[src/rtl/rps_pkg.sv]
// Shared codes and scoring rule for the rock-paper-scissors match controller.
package rps_pkg;

  typedef enum logic [1:0] {
    ROCK     = 2'b00,
    PAPER    = 2'b01,
    SCISSORS = 2'b10
  } choice_e;

  typedef enum logic [1:0] {
    NONE     = 2'b00,
    FPGA_WIN = 2'b01,
    USER_WIN = 2'b10,
    DRAW     = 2'b11
  } result_e;

  typedef enum logic [1:0] {
    IDLE      = 2'd0,
    WAIT_PICK = 2'd1,
    EVAL      = 2'd2,
    OVER      = 2'd3
  } state_e;

  // Scores one round from the user's point of view; the caller handles timeouts.
  function automatic logic [1:0] rps_judge(input logic [1:0] user, input logic [1:0] fpga);
    logic [1:0] res;
    res = FPGA_WIN;
    if (user == fpga) begin
      res = DRAW;
    end else if ((user == ROCK     && fpga == SCISSORS) ||
                 (user == PAPER    && fpga == ROCK)     ||
                 (user == SCISSORS && fpga == PAPER)) begin
      res = USER_WIN;
    end
    return res;
  endfunction

endpackage

[src/rtl/rps_lfsr.sv]
// Free-running Galois LFSR used as the FPGA move source.
module rps_lfsr #(
  parameter int                LFSR_W    = 8,
  parameter logic [LFSR_W-1:0] LFSR_TAPS = 8'hB8,
  parameter logic [LFSR_W-1:0] LFSR_SEED = 8'hA5
) (
  input  logic              clk,
  input  logic              clear_n,
  output logic [LFSR_W-1:0] lfsr
);

  // Right-shifting Galois step every clock; a stuck-at-zero state is recovered by reloading the seed.
  always_ff @(posedge clk or negedge clear_n) begin
    if (!clear_n) begin
      lfsr <= LFSR_SEED;
    end else if (lfsr == '0) begin
      lfsr <= LFSR_SEED;
    end else if (lfsr[0]) begin
      lfsr <= (lfsr >> 1) ^ LFSR_TAPS;
    end else begin
      lfsr <= lfsr >> 1;
    end
  end

endmodule

[src/rtl/rps_match_ctrl.sv]
// Best-of-N rock-paper-scissors match controller: button conditioning,
// FPGA move generation, per-round timeout and match scoring.
module rps_match_ctrl
  import rps_pkg::*;
#(
  parameter int                WIN_TARGET  = 3,
  parameter int                SCORE_W     = 3,
  parameter int                RND_W       = 4,
  parameter int                LFSR_W      = 8,
  parameter logic [LFSR_W-1:0] LFSR_TAPS   = 8'hB8,
  parameter logic [LFSR_W-1:0] LFSR_SEED   = 8'hA5,
  parameter int                TIMEOUT_CYC = 50_000_000
) (
  input  logic               clk,
  input  logic               clear_n,
  input  logic               start,
  input  logic               s1,
  input  logic               s2,
  input  logic               s3,
  output logic [1:0]         fpga_choice,
  output logic [1:0]         user_choice,
  output logic [1:0]         result,
  output logic [SCORE_W-1:0] user_score,
  output logic [SCORE_W-1:0] fpga_score,
  output logic [RND_W-1:0]   round_cnt,
  output logic               round_done,
  output logic               timed_out,
  output logic               busy,
  output logic               match_over,
  output logic [1:0]         match_winner
);

  localparam int TO_W = (TIMEOUT_CYC > 1) ? $clog2(TIMEOUT_CYC) : 1;
  localparam logic [TO_W-1:0] TO_LAST = TO_W'(TIMEOUT_CYC - 1);
  localparam logic [SCORE_W-1:0] TARGET = SCORE_W'(WIN_TARGET);

  localparam logic [1:0] ST_IDLE = IDLE;
  localparam logic [1:0] ST_WAIT = WAIT_PICK;
  localparam logic [1:0] ST_EVAL = EVAL;
  localparam logic [1:0] ST_OVER = OVER;

  logic [1:0]         state;
  logic [TO_W-1:0]    tcnt;
  logic               to_flag;
  logic [LFSR_W-1:0]  lfsr;
  logic [1:0]         lfsr_mod3;
  logic [3:0]         btn_raw;
  logic [3:0]         pulse;
  logic               start_p;
  logic               pick_any;
  logic [1:0]         pick_code;
  logic [1:0]         round_res;
  logic               user_win;
  logic               fpga_win;
  logic [SCORE_W-1:0] user_next;
  logic [SCORE_W-1:0] fpga_next;
  logic [RND_W-1:0]   round_next;
  logic               target_hit;

  rps_lfsr #(
    .LFSR_W    (LFSR_W),
    .LFSR_TAPS (LFSR_TAPS),
    .LFSR_SEED (LFSR_SEED)
  ) u_lfsr (
    .clk     (clk),
    .clear_n (clear_n),
    .lfsr    (lfsr)
  );

  assign btn_raw   = {s3, s2, s1, start};
  assign lfsr_mod3 = 2'(lfsr % LFSR_W'(3));
  assign start_p   = pulse[0];

  for (genvar i = 0; i < 4; i++) begin : g_btn
    logic sync_a;
    logic sync_b;
    logic sync_d;
    logic edge_q;

    // Two-flop synchroniser followed by a registered rising-edge detector.
    always_ff @(posedge clk or negedge clear_n) begin
      if (!clear_n) begin
        sync_a <= 1'b0;
        sync_b <= 1'b0;
        sync_d <= 1'b0;
        edge_q <= 1'b0;
      end else begin
        sync_a <= btn_raw[i];
        sync_b <= sync_a;
        sync_d <= sync_b;
        edge_q <= sync_b & ~sync_d;
      end
    end

    assign pulse[i] = edge_q;
  end

  // Priority-encode the user pick (rock over paper over scissors) and work out the round outcome.
  always_comb begin
    pick_any  = |pulse[3:1];
    pick_code = SCISSORS;
    if (pulse[1]) begin
      pick_code = ROCK;
    end else if (pulse[2]) begin
      pick_code = PAPER;
    end
    round_res  = to_flag ? FPGA_WIN : rps_judge(user_choice, fpga_choice);
    user_win   = (round_res == USER_WIN) && (user_score != TARGET);
    fpga_win   = (round_res == FPGA_WIN) && (fpga_score != TARGET);
    user_next  = user_score + {{(SCORE_W-1){1'b0}}, user_win};
    fpga_next  = fpga_score + {{(SCORE_W-1){1'b0}}, fpga_win};
    round_next = (round_cnt == '1) ? round_cnt : round_cnt + RND_W'(1);
    target_hit = (user_win && (user_next == TARGET)) || (fpga_win && (fpga_next == TARGET));
  end

  // Match state machine; all visible outputs are registered here.
  always_ff @(posedge clk or negedge clear_n) begin
    if (!clear_n) begin
      state        <= ST_IDLE;
      tcnt         <= '0;
      to_flag      <= 1'b0;
      fpga_choice  <= 2'b00;
      user_choice  <= 2'b00;
      result       <= NONE;
      user_score   <= '0;
      fpga_score   <= '0;
      round_cnt    <= '0;
      round_done   <= 1'b0;
      timed_out    <= 1'b0;
      match_winner <= 2'b00;
    end else begin
      round_done <= 1'b0;
      case (state)
        ST_IDLE: begin
          if (start_p) begin
            fpga_choice <= lfsr_mod3;
            tcnt        <= '0;
            state       <= ST_WAIT;
          end
        end
        ST_WAIT: begin
          if (pick_any) begin
            user_choice <= pick_code;
            to_flag     <= 1'b0;
            state       <= ST_EVAL;
          end else if (tcnt == TO_LAST) begin
            to_flag <= 1'b1;
            state   <= ST_EVAL;
          end else begin
            tcnt <= tcnt + TO_W'(1);
          end
        end
        ST_EVAL: begin
          result     <= round_res;
          timed_out  <= to_flag;
          round_done <= 1'b1;
          user_score <= user_next;
          fpga_score <= fpga_next;
          round_cnt  <= round_next;
          if (target_hit) begin
            match_winner <= round_res;
            state        <= ST_OVER;
          end else begin
            state <= ST_IDLE;
          end
        end
        ST_OVER: begin
          if (start_p) begin
            user_score   <= '0;
            fpga_score   <= '0;
            round_cnt    <= '0;
            match_winner <= 2'b00;
            result       <= NONE;
            fpga_choice  <= lfsr_mod3;
            tcnt         <= '0;
            state        <= ST_WAIT;
          end
        end
        default: state <= ST_IDLE;
      endcase
    end
  end

  assign busy       = (state == ST_WAIT) || (state == ST_EVAL);
  assign match_over = (state == ST_OVER);

endmodule

[config.mk]
export PLATFORM = sky130hd
export DESIGN_NAME = rps_match_ctrl
export DESIGN_NICKNAME = d
export VERILOG_FILES = /design/src/rtl/rps_pkg.sv /design/src/rtl/rps_lfsr.sv /design/src/rtl/rps_match_ctrl.sv
export SDC_FILE = /design/constraint.sdc
export NUM_CORES = 1
export LEC_CHECK = 0
export CAP_MARGIN = 30
export CORE_MARGIN = 4
export CORE_UTILIZATION = 29
export CTS_CLUSTER_DIAMETER = 150
export DETAILED_ROUTE_END_ITERATION = 8
export SETUP_SLACK_MARGIN = 0.1
export SYNTH_ARGS = -nofsm -noshare
export SYNTH_HDL_FRONTEND = slang
export SYNTH_SLANG_ARGS = --single-unit
[constraint.sdc]
create_clock -name clk -period 3.5 [get_ports clk]
set_clock_uncertainty 0.15 [all_clocks]
set_input_delay 0.525 -clock clk [delete_from_list [all_inputs] [get_ports clk]]
set_output_delay 0.525 -clock clk [all_outputs]
set_load 0.01 [all_outputs]
==> run summary, run 1 <==
The average wire per cell in the routed design is 13.4 um. Subtracting the final worst setup slack from the clock period gives 3.25 ns. Leaving out filler cells and counting taps, the final layout contains 607. Pin placement for this block handled 28 I/O pins. The first global-routing pass estimated 14100 um of wire.

By area the synthesized netlist is led by sky130_fd_sc_hd__dfrtp_1, sky130_fd_sc_hd__o21ai_0, sky130_fd_sc_hd__nand2_1, sky130_fd_sc_hd__nor2_1, sky130_fd_sc_hd__xnor2_1. The flow ran to the end, and the final reports show no timing, DRC or antenna violations. Path type of the worst min-delay path: primary input to async pin.

In this run the core area contains 41 standard-cell rows. Data on the critical path is required at its endpoint by 3.62 ns. The tools report the detailed-route wire length as 8160 um. Number of unique standard cell types used by synthesis: 59.

The run gives 2977 as the number of global-route vias before repair. In the global route stage, overall resource usage came out at 11.5%. Measured on the finished design, the core utilization comes to 36.1%. For the worst-skew pair, the clock arrives at the later sink with an insertion delay of 0.33 ns.

In the final design database the tool counted 447 nets. For this design the ratio of total power to cell area is 666 nW/um^2. The layout cell share with drive strength beyond 1 was 13.1%; the number of synthesized flops with an enable pin was 0. Class of the most critical setup path: register to register. Global routing finished with a remaining overflow of 0.

STA classifies the critical path startpoint as a register. For the total standard cell area after synthesis, the log shows 3880 um^2. The number of optimization iterations in the first detailed-route pass was 4. The number of pins exceeding their max-slew limit in the final report was 0. By count the netlist is led by sky130_fd_sc_hd__dfrtp_1, sky130_fd_sc_hd__nand2_1, sky130_fd_sc_hd__nor2_1, sky130_fd_sc_hd__o21ai_0, sky130_fd_sc_hd__xnor2_1.

Cts-stage hold buffer count: 0. For the number of clock sinks, the log shows 73. In this run the clock root is driven by a sky130_fd_sc_hd__clkbuf_16.

For this block, the via count after detailed routing is 3004. The run gives 0 as the final antenna diode count. The layout overhead on the synthesized area works out to 19.9%.

Clock-pin slew was measured on the worst setup and hold paths at 0.06 ns. Once detailed placement completed, the half-perimeter wirelength came to 5600 um. The worst slew margin relative to its limit is 54.6%.

The worst setup path is captured at a register. The die covers 15300 um^2. In this run the standard cell core region covers 12900 um^2. The vertical die dimension was 124 um. For this run, the slowest stage of the critical path takes 0.57 ns. The horizontal die dimension is 124 um, and the number of buffers and inverters on the critical path is 1.

By instance count, the leading cell after synthesis is sky130_fd_sc_hd__dfrtp_1. Setup violations remaining at the end of the flow were counted as 0. The number of buffers inserted during clock tree synthesis was 9; the worst-case clock buffer depth was 2. The tools report the number of antenna violations at the first check in global routing as 0. The portion of the clock cycle consumed by the worst path in the final layout is 92.8%. Counting flops and latches in the post-synthesis netlist gives 73. Entering global routing, the biggest net connects 74 pins. The sequential area share after synthesis came out at 47.2%.

Once detail routing completed, the nets flagged for antenna violations numbered 0. The critical path goes through buf_4, or4_1, a21oi_2, o22ai_2, nand3_2, ha_4, a21oi_2, a31oi_1, o21bai_2, ha_1, nor2_1, o2111a_2, or4_1, nand3_1. Setup total negative slack on the finished layout was measured at 0 ns. The tools report the total nets after synthesis as 421. The leakage dissipation is 0.00188 uW, and the share of the synthesized area in the top cell type is 44.5%. The run gives 0 as the final hold violation count. Across the run, the number of max-cap violations was 0.

The peak supply drop is 0.277 mV. Data on the critical path arrives at its endpoint at 3.36 ns. Counting flops with an async set or reset pin after synthesis yields a share of 100%. The number of placed instances, taps included, is 586.

Along the worst path, the maximum fanout reaches 6. TritonCTS built the clock tree. During placement, the flow inserted port buffers numbering 27.

The initial utilization of the core area, before any placement, comes to 30.1%. In the routed layout, each cell is associated on average with a via count of 4.95. Setup repair after global routing could not meet its margin everywhere.

The cell count after synthesis came out at 404. At the pin with the least slew margin, the transition time is 0.681 ns. The cell accounting for the most synthesized area was sky130_fd_sc_hd__dfrtp_1. The overall power was 3100 uW; the level count of the clock H-tree was 3.

For this run, the top clock speed supported by timing is 0.308 GHz. The most used flip-flop cell after synthesis is sky130_fd_sc_hd__dfrtp_1. At the end of routability-driven placement, the weighted congestion stood at 0.827. For the number of warnings reported in the yosys synthesis log, the log shows 0. The cell with the largest stage delay on the worst path is sky130_fd_sc_hd__or4_1. The mean post-synth cell area came out at 9.60 um^2. The DRC violation count after routing is 0. The family with the most delay on the worst path was simple AND/OR/NAND/NOR gates. For the number of DRC violations after detailed-routing iteration 0, the log shows 206.
## cells in the final DEF, fill, tap and decap left out, drive strengths merged, types with 5 or more instances in the layout
cell type / instances
buf: 8
xnor2: 17
xor2: 8
o31ai: 5
nor3: 8
nor2b: 7
ha: 11
o21ai: 39
nand4: 7
nor2: 42
clkbuf: 9
nand3: 12
nand2b: 5
and3: 6
o22ai: 6
nand2: 44
clkdlybuf4s50: 26
a21oi: 19
a31oi: 6
dfrtp: 69
inv: 15
o211ai: 5
mux2i: 5
## flip-flops by register name, summed over array words and instances, names as in the netlist
register and cells:
g_btn.edge_q 4, g_btn.sync_d 4, user_score 3, round_done 1, timed_out 1, fpga_score 3, match_winner 2, tcnt 26
round_cnt 4, g_btn.sync_b 4, state 2, to_flag 1, fpga_choice 2, result 2, u_lfsr.lfsr 8, g_btn.sync_a 4
user_choice 2
## per-layer routing
layer	vias up	track usage [%]	share of wire [%]
li1	1482	-	-
met1	1448	15.1	47
met2	65	18.5	47
met3	9	3.27	5.1
met4	0	3.53	1.1
met5	-	0	0
## logic make-up (layout without fill, tap and decap cells)
group | Yosys count | count (layout) | share of synthesized area, %
buffers and inverters | 31 | 62 | 3.84
AOI/OAI and AO/OA | 95 | 95 | 15.9
adders and majority gates | 11 | 11 | 3.55
muxes | 9 | 9 | 2.45
DFF | 73 | 73 | 47.2
xor gates and xnor gates | 25 | 25 | 5.84
and+or+nand+nor | 160 | 160 | 21.2
## cell type report
type / instances / area [um^2]
Inverter: 12 / 45.0
Fill cell: 1293 / 8230
Clock inverter: 7 / 76.3
Timing Repair Buffer: 34 / 340
Sequential cell: 73 / 1830
Multi-Input combinational cell: 300 / 1910
Clock buffer: 9 / 225
Tap cell: 172 / 215
## where the power goes
group / switching [uW] / leakage [uW] / internal, uW / total (uW)
sequential: 158 / 0.000924 / 978 / 1140
combinational: 534 / 0.000814 / 506 / 1040
clock: 365 / 0.000143 / 558 / 923
## through the flow
step	hold WS, ns	cell area [um^2]	worst slack [ns]
final	0.0528	4650	0.253
after global routing	0.0793	4650	0.0776
after CTS	0.201	4600	0.141
after detailed placement	0.186	4270	0.0637
after global placement	0.186	4270	0.228
after floorplan	0.0794	3880	0.470
## worst register-to-register path, cell delays in order (launching register included)
cell and delay [ns]:
sky130_fd_sc_hd__dfstp_2 0.37, sky130_fd_sc_hd__buf_4 0.15, sky130_fd_sc_hd__or4_1 0.57, sky130_fd_sc_hd__a21oi_2 0.18
sky130_fd_sc_hd__o22ai_2 0.12, sky130_fd_sc_hd__nand3_2 0.13, sky130_fd_sc_hd__ha_4 0.17, sky130_fd_sc_hd__a21oi_2 0.06
sky130_fd_sc_hd__a31oi_1 0.18, sky130_fd_sc_hd__o21bai_2 0.14, sky130_fd_sc_hd__ha_1 0.20, sky130_fd_sc_hd__nor2_1 0.06
sky130_fd_sc_hd__o2111a_2 0.14, sky130_fd_sc_hd__or4_1 0.47, sky130_fd_sc_hd__nand3_1 0.10
## what timing repair did
action / 4_1_cts / 5_1_grt
gates resized for setup: 0 / 5
buffers inserted: 4 / 0
endpoints found under the hold margin: 0 / 0
setup endpoints to repair: 1 / 2
## path summary, 6_finish.rpt
| path | startpoint | end | slack [ns] | cells after the start |
|---|---|---|---|---|
| worst max-delay path | u_lfsr.lfsr[2] | fpga_choice[0] | 0.25 | 14 |
| worst min-delay path | clear_n | tcnt[22] | 0.05 | 2 |
| worst max register to register | u_lfsr.lfsr[2] | fpga_choice[0] | 0.25 | 14 |
| worst min register to register | g_btn[1].sync_a | g_btn[1].sync_b | 0.20 | 0 |
| max in group asynchronous | clear_n | u_lfsr.lfsr[7] | 2.83 | 2 |
| min in group clk | g_btn[1].sync_a | g_btn[1].sync_b | 0.20 | 0 |
No activity file was read; power rests on OpenSTA's default activity.
==> inputs of run 2 (changes only) <==
- RECOVER_POWER: unset -> 100
==> run 2 against run 1 <==
The flow now finishes with violations (max-capacitance violations, max-slew violations). Power is 2.3% lower. Via count is 0.70% higher. First-iteration DRC count is 21% higher. Die area stayed put. Maximum frequency hardly changed. Sequential power hardly changed. Sequential cell count stayed put. Hold slack better by 0.15 ns. Clock power hardly changed. Register-to-register slack hardly changed. Routed wire length hardly changed. Critical path type unchanged. Highest routed layer unchanged.
==> run summary, run 2 (synthesis results as in run 1) <==
The power per cell area works out to 656 nW/um^2. The H-tree generated during clock tree synthesis spans 3 levels. The portion of the clock cycle consumed by the worst path in the final layout works out to 92.7%. 0 antenna diodes ended up in the layout. The core outline area was 12900 um^2. Leaving out fill and tap cells, the most frequent cells in the layout are sky130_fd_sc_hd__dfrtp_1, sky130_fd_sc_hd__nand2_1, sky130_fd_sc_hd__nor2_1.

The worst hold path terminates at g_btn[1].sync_b. After clock tree synthesis, the clock-pin slew on the worst setup and hold paths is 0.06 ns. Transition at the pin with the smallest max-transition slack: 1.82 ns.

Count of pins on the block boundary: 28. Cells fill 35.8% of the core in the end. The library cell used most frequently in the layout, excluding fill and tap cells, is sky130_fd_sc_hd__dfrtp_1. Remaining antenna violation count: 0.

In this run the static leakage power is 0.00190 uW. The worst hold path passes through 0 cells. Measured in cells, the most critical reg-to-reg path has a length of 14. The final setup violation count is 0, and the number of antenna violations at the first check in global routing is 0.

The CTS root buffer was sky130_fd_sc_hd__clkbuf_16. The horizontal die dimension was 124 um. In this run the vertical extent of the chip is 124 um. The die covers 15300 um^2. The run finished, with violations left. Half-perimeter wire length after detailed placement: 5600 um. The path type of the worst min-delay path is register to register. Clock tree synthesis found a total of 73 sinks.

The tools report the number of buffers inserted during clock tree synthesis as 9. STA classifies the critical path startpoint as a register. More flip-flops sit in one register than any other, and that register is tcnt. The tools report the data required time of the worst path as 3.62 ns. TritonCTS built the clock tree. The logs give 2977 for the number of global-route vias before repair and 0 for the DRC violation count after routing. The maximum number of pins on one net before global-route repair was 74. Endpoint of the lowest-slack register-to-register path: fpga_choice[0]. The worst setup path is captured at a register.

After global routing the overflow that remains totals 0. Once layout is done, the placed cells without fillers occupy 4610 um^2. The worst-case clock buffer depth is 2. The minimum clock period was 3.24 ns; the global-route wire length before repair was 14100 um. The largest registers in the layout are tcnt x26, u_lfsr.lfsr x8. For this block, the initial DRC count from the detailed router was 250. Among all stages on the critical path, the largest delay is contributed by sky130_fd_sc_hd__or4_1. Summing over every cut layer, the via total after detailed routing is 3025. The register with the most flip-flops in the layout has 26 of them.

The run gives 0 ns as the post-route setup TNS. The row count is 41. The final hold violation count is 0, and the number of pins exceeding their max-slew limit in the final report is 74.

The placed instances occupy a cell area of 4270 um^2. For this run, the top clock speed supported by timing is 0.308 GHz. The slack of the worst reg-to-reg path came out at 0.26 ns. The checks that failed: max-capacitance violations, max-slew violations.

Data arrives at the worst endpoint at 3.36 ns. The number of optimization iterations in the first detailed-route pass was 4. Routability-driven placement finished with a final weighted congestion of 0.827. Of the cells placed in the final design, the portion with a size suffix greater than 1 is 11.7%. The peak per-stage delay on the critical path was 0.57 ns. The number of buffers inserted by port buffering was 27. Max-capacitance violation count: 1.

Beginning of the worst register-to-register path: u_lfsr.lfsr[2]. Across the VDD grid, the largest voltage drop is 0.277 mV. Setup repair after global routing could not meet its margin everywhere.

The kind of cell with the highest combined delay along the critical path is simple AND/OR/NAND/NOR gates. In the routed layout, each cell is associated on average with a via count of 4.98. The run gives 8160 um as the detailed-route wire length. Global routing used 11.5% of the available tracks across all layers. Overall power consumption after layout is estimated at 3030 uW.

Launch instance of the worst min-delay path: g_btn[1].sync_a. In the final design database the tool counted 447 nets. At the later pin of the worst-skew pair, clock insertion delay measures 0.33 ns. The number of hold buffers added after CTS was 0. The worst setup path is of the register to register kind. The worst slew margin relative to its limit is -21.6%. The area growth from synthesis to layout is 18.9%. Once the floorplan was initialized, standard cells occupied 30.1% of the core. Along the worst path, the maximum fanout reaches 6. The number of buffers and inverters on the critical path came out at 1. After detailed routing, the average wire length per cell comes to 13.4 um. Traced cell by cell, the critical path runs through buf_4, or4_1, a21oi_2, o22ai_2, nand3_2, ha_4, a21oi_2, a31oi_1, o21bai_2, ha_1, nor2_1, o2111a_2, or4_1, nand3_1.
==> run 2: through the flow <==
step	cells	setup WS, ns	hold slack (ns)
after global routing	607	0.0557	0.215
after floorplan	404	0.470	0.0794
after detailed placement	586	0.0637	0.186
after global placement	586	0.228	0.186
after CTS	606	0.141	0.201
final	607	0.256	0.198
==> run 2: area by class of cell <==
type,instances,area [um^2]
Clock inverter,7,76.3
Inverter,12,45.0
Tap cell,172,215
Clock buffer,9,225
Multi-Input combinational cell,300,1900
Timing Repair Buffer,34,312
Fill cell,1301,8260
Sequential cell,73,1830
==> run 2: worst max path at each step <==
stage	from	to	slack [ns]	cells past startpoint
after CTS	u_lfsr.lfsr[6]	fpga_choice[0]	0.14	13
after global placement	u_lfsr.lfsr[2]	fpga_choice[0]	0.23	13
final	u_lfsr.lfsr[2]	fpga_choice[0]	0.26	14
after global routing	u_lfsr.lfsr[7]	fpga_choice[1]	0.06	12
after floorplan	u_lfsr.lfsr[2]	fpga_choice[0]	0.47	13
after detailed placement	u_lfsr.lfsr[2]	fpga_choice[0]	0.06	13
==> run 2: routing by layer <==
metal	up-vias	GRT usage, %	wire length (um)
li1	1480	-	-
met1	1481	15.1	3890
met2	55	18.5	3830
met3	9	3.27	351
met4	0	3.53	88
met5	-	0	0
==> run 2: report_power, final <==
group	internal [uW]	leakage [uW]	switching (uW)	total [uW]
combinational	447	0.000834	528	975
sequential	977	0.000921	152	1130
clock	558	0.000143	365	922
==> run 2: timing repair <==
action	in CTS	in global routing
cloned	0	0
pin swaps	0	0
setup endpoints to repair	1	2
buffers inserted	4	0
resized for setup	0	5
==> inputs of run 3 (changes only) <==
==> constraint.sdc (replaced) <==
create_clock -name clk -period 3.5 [get_ports clk]
set_clock_uncertainty 0.15 [all_clocks]
set_input_delay 0.7 -clock clk [delete_from_list [all_inputs] [get_ports clk]]
set_output_delay 0.7 -clock clk [all_outputs]
set_load 0.01 [all_outputs]
==> results of run 3 <==
The final DEF is identical to that of run 2. Status: finished with violations: max-capacitance violations, max-slew violations.
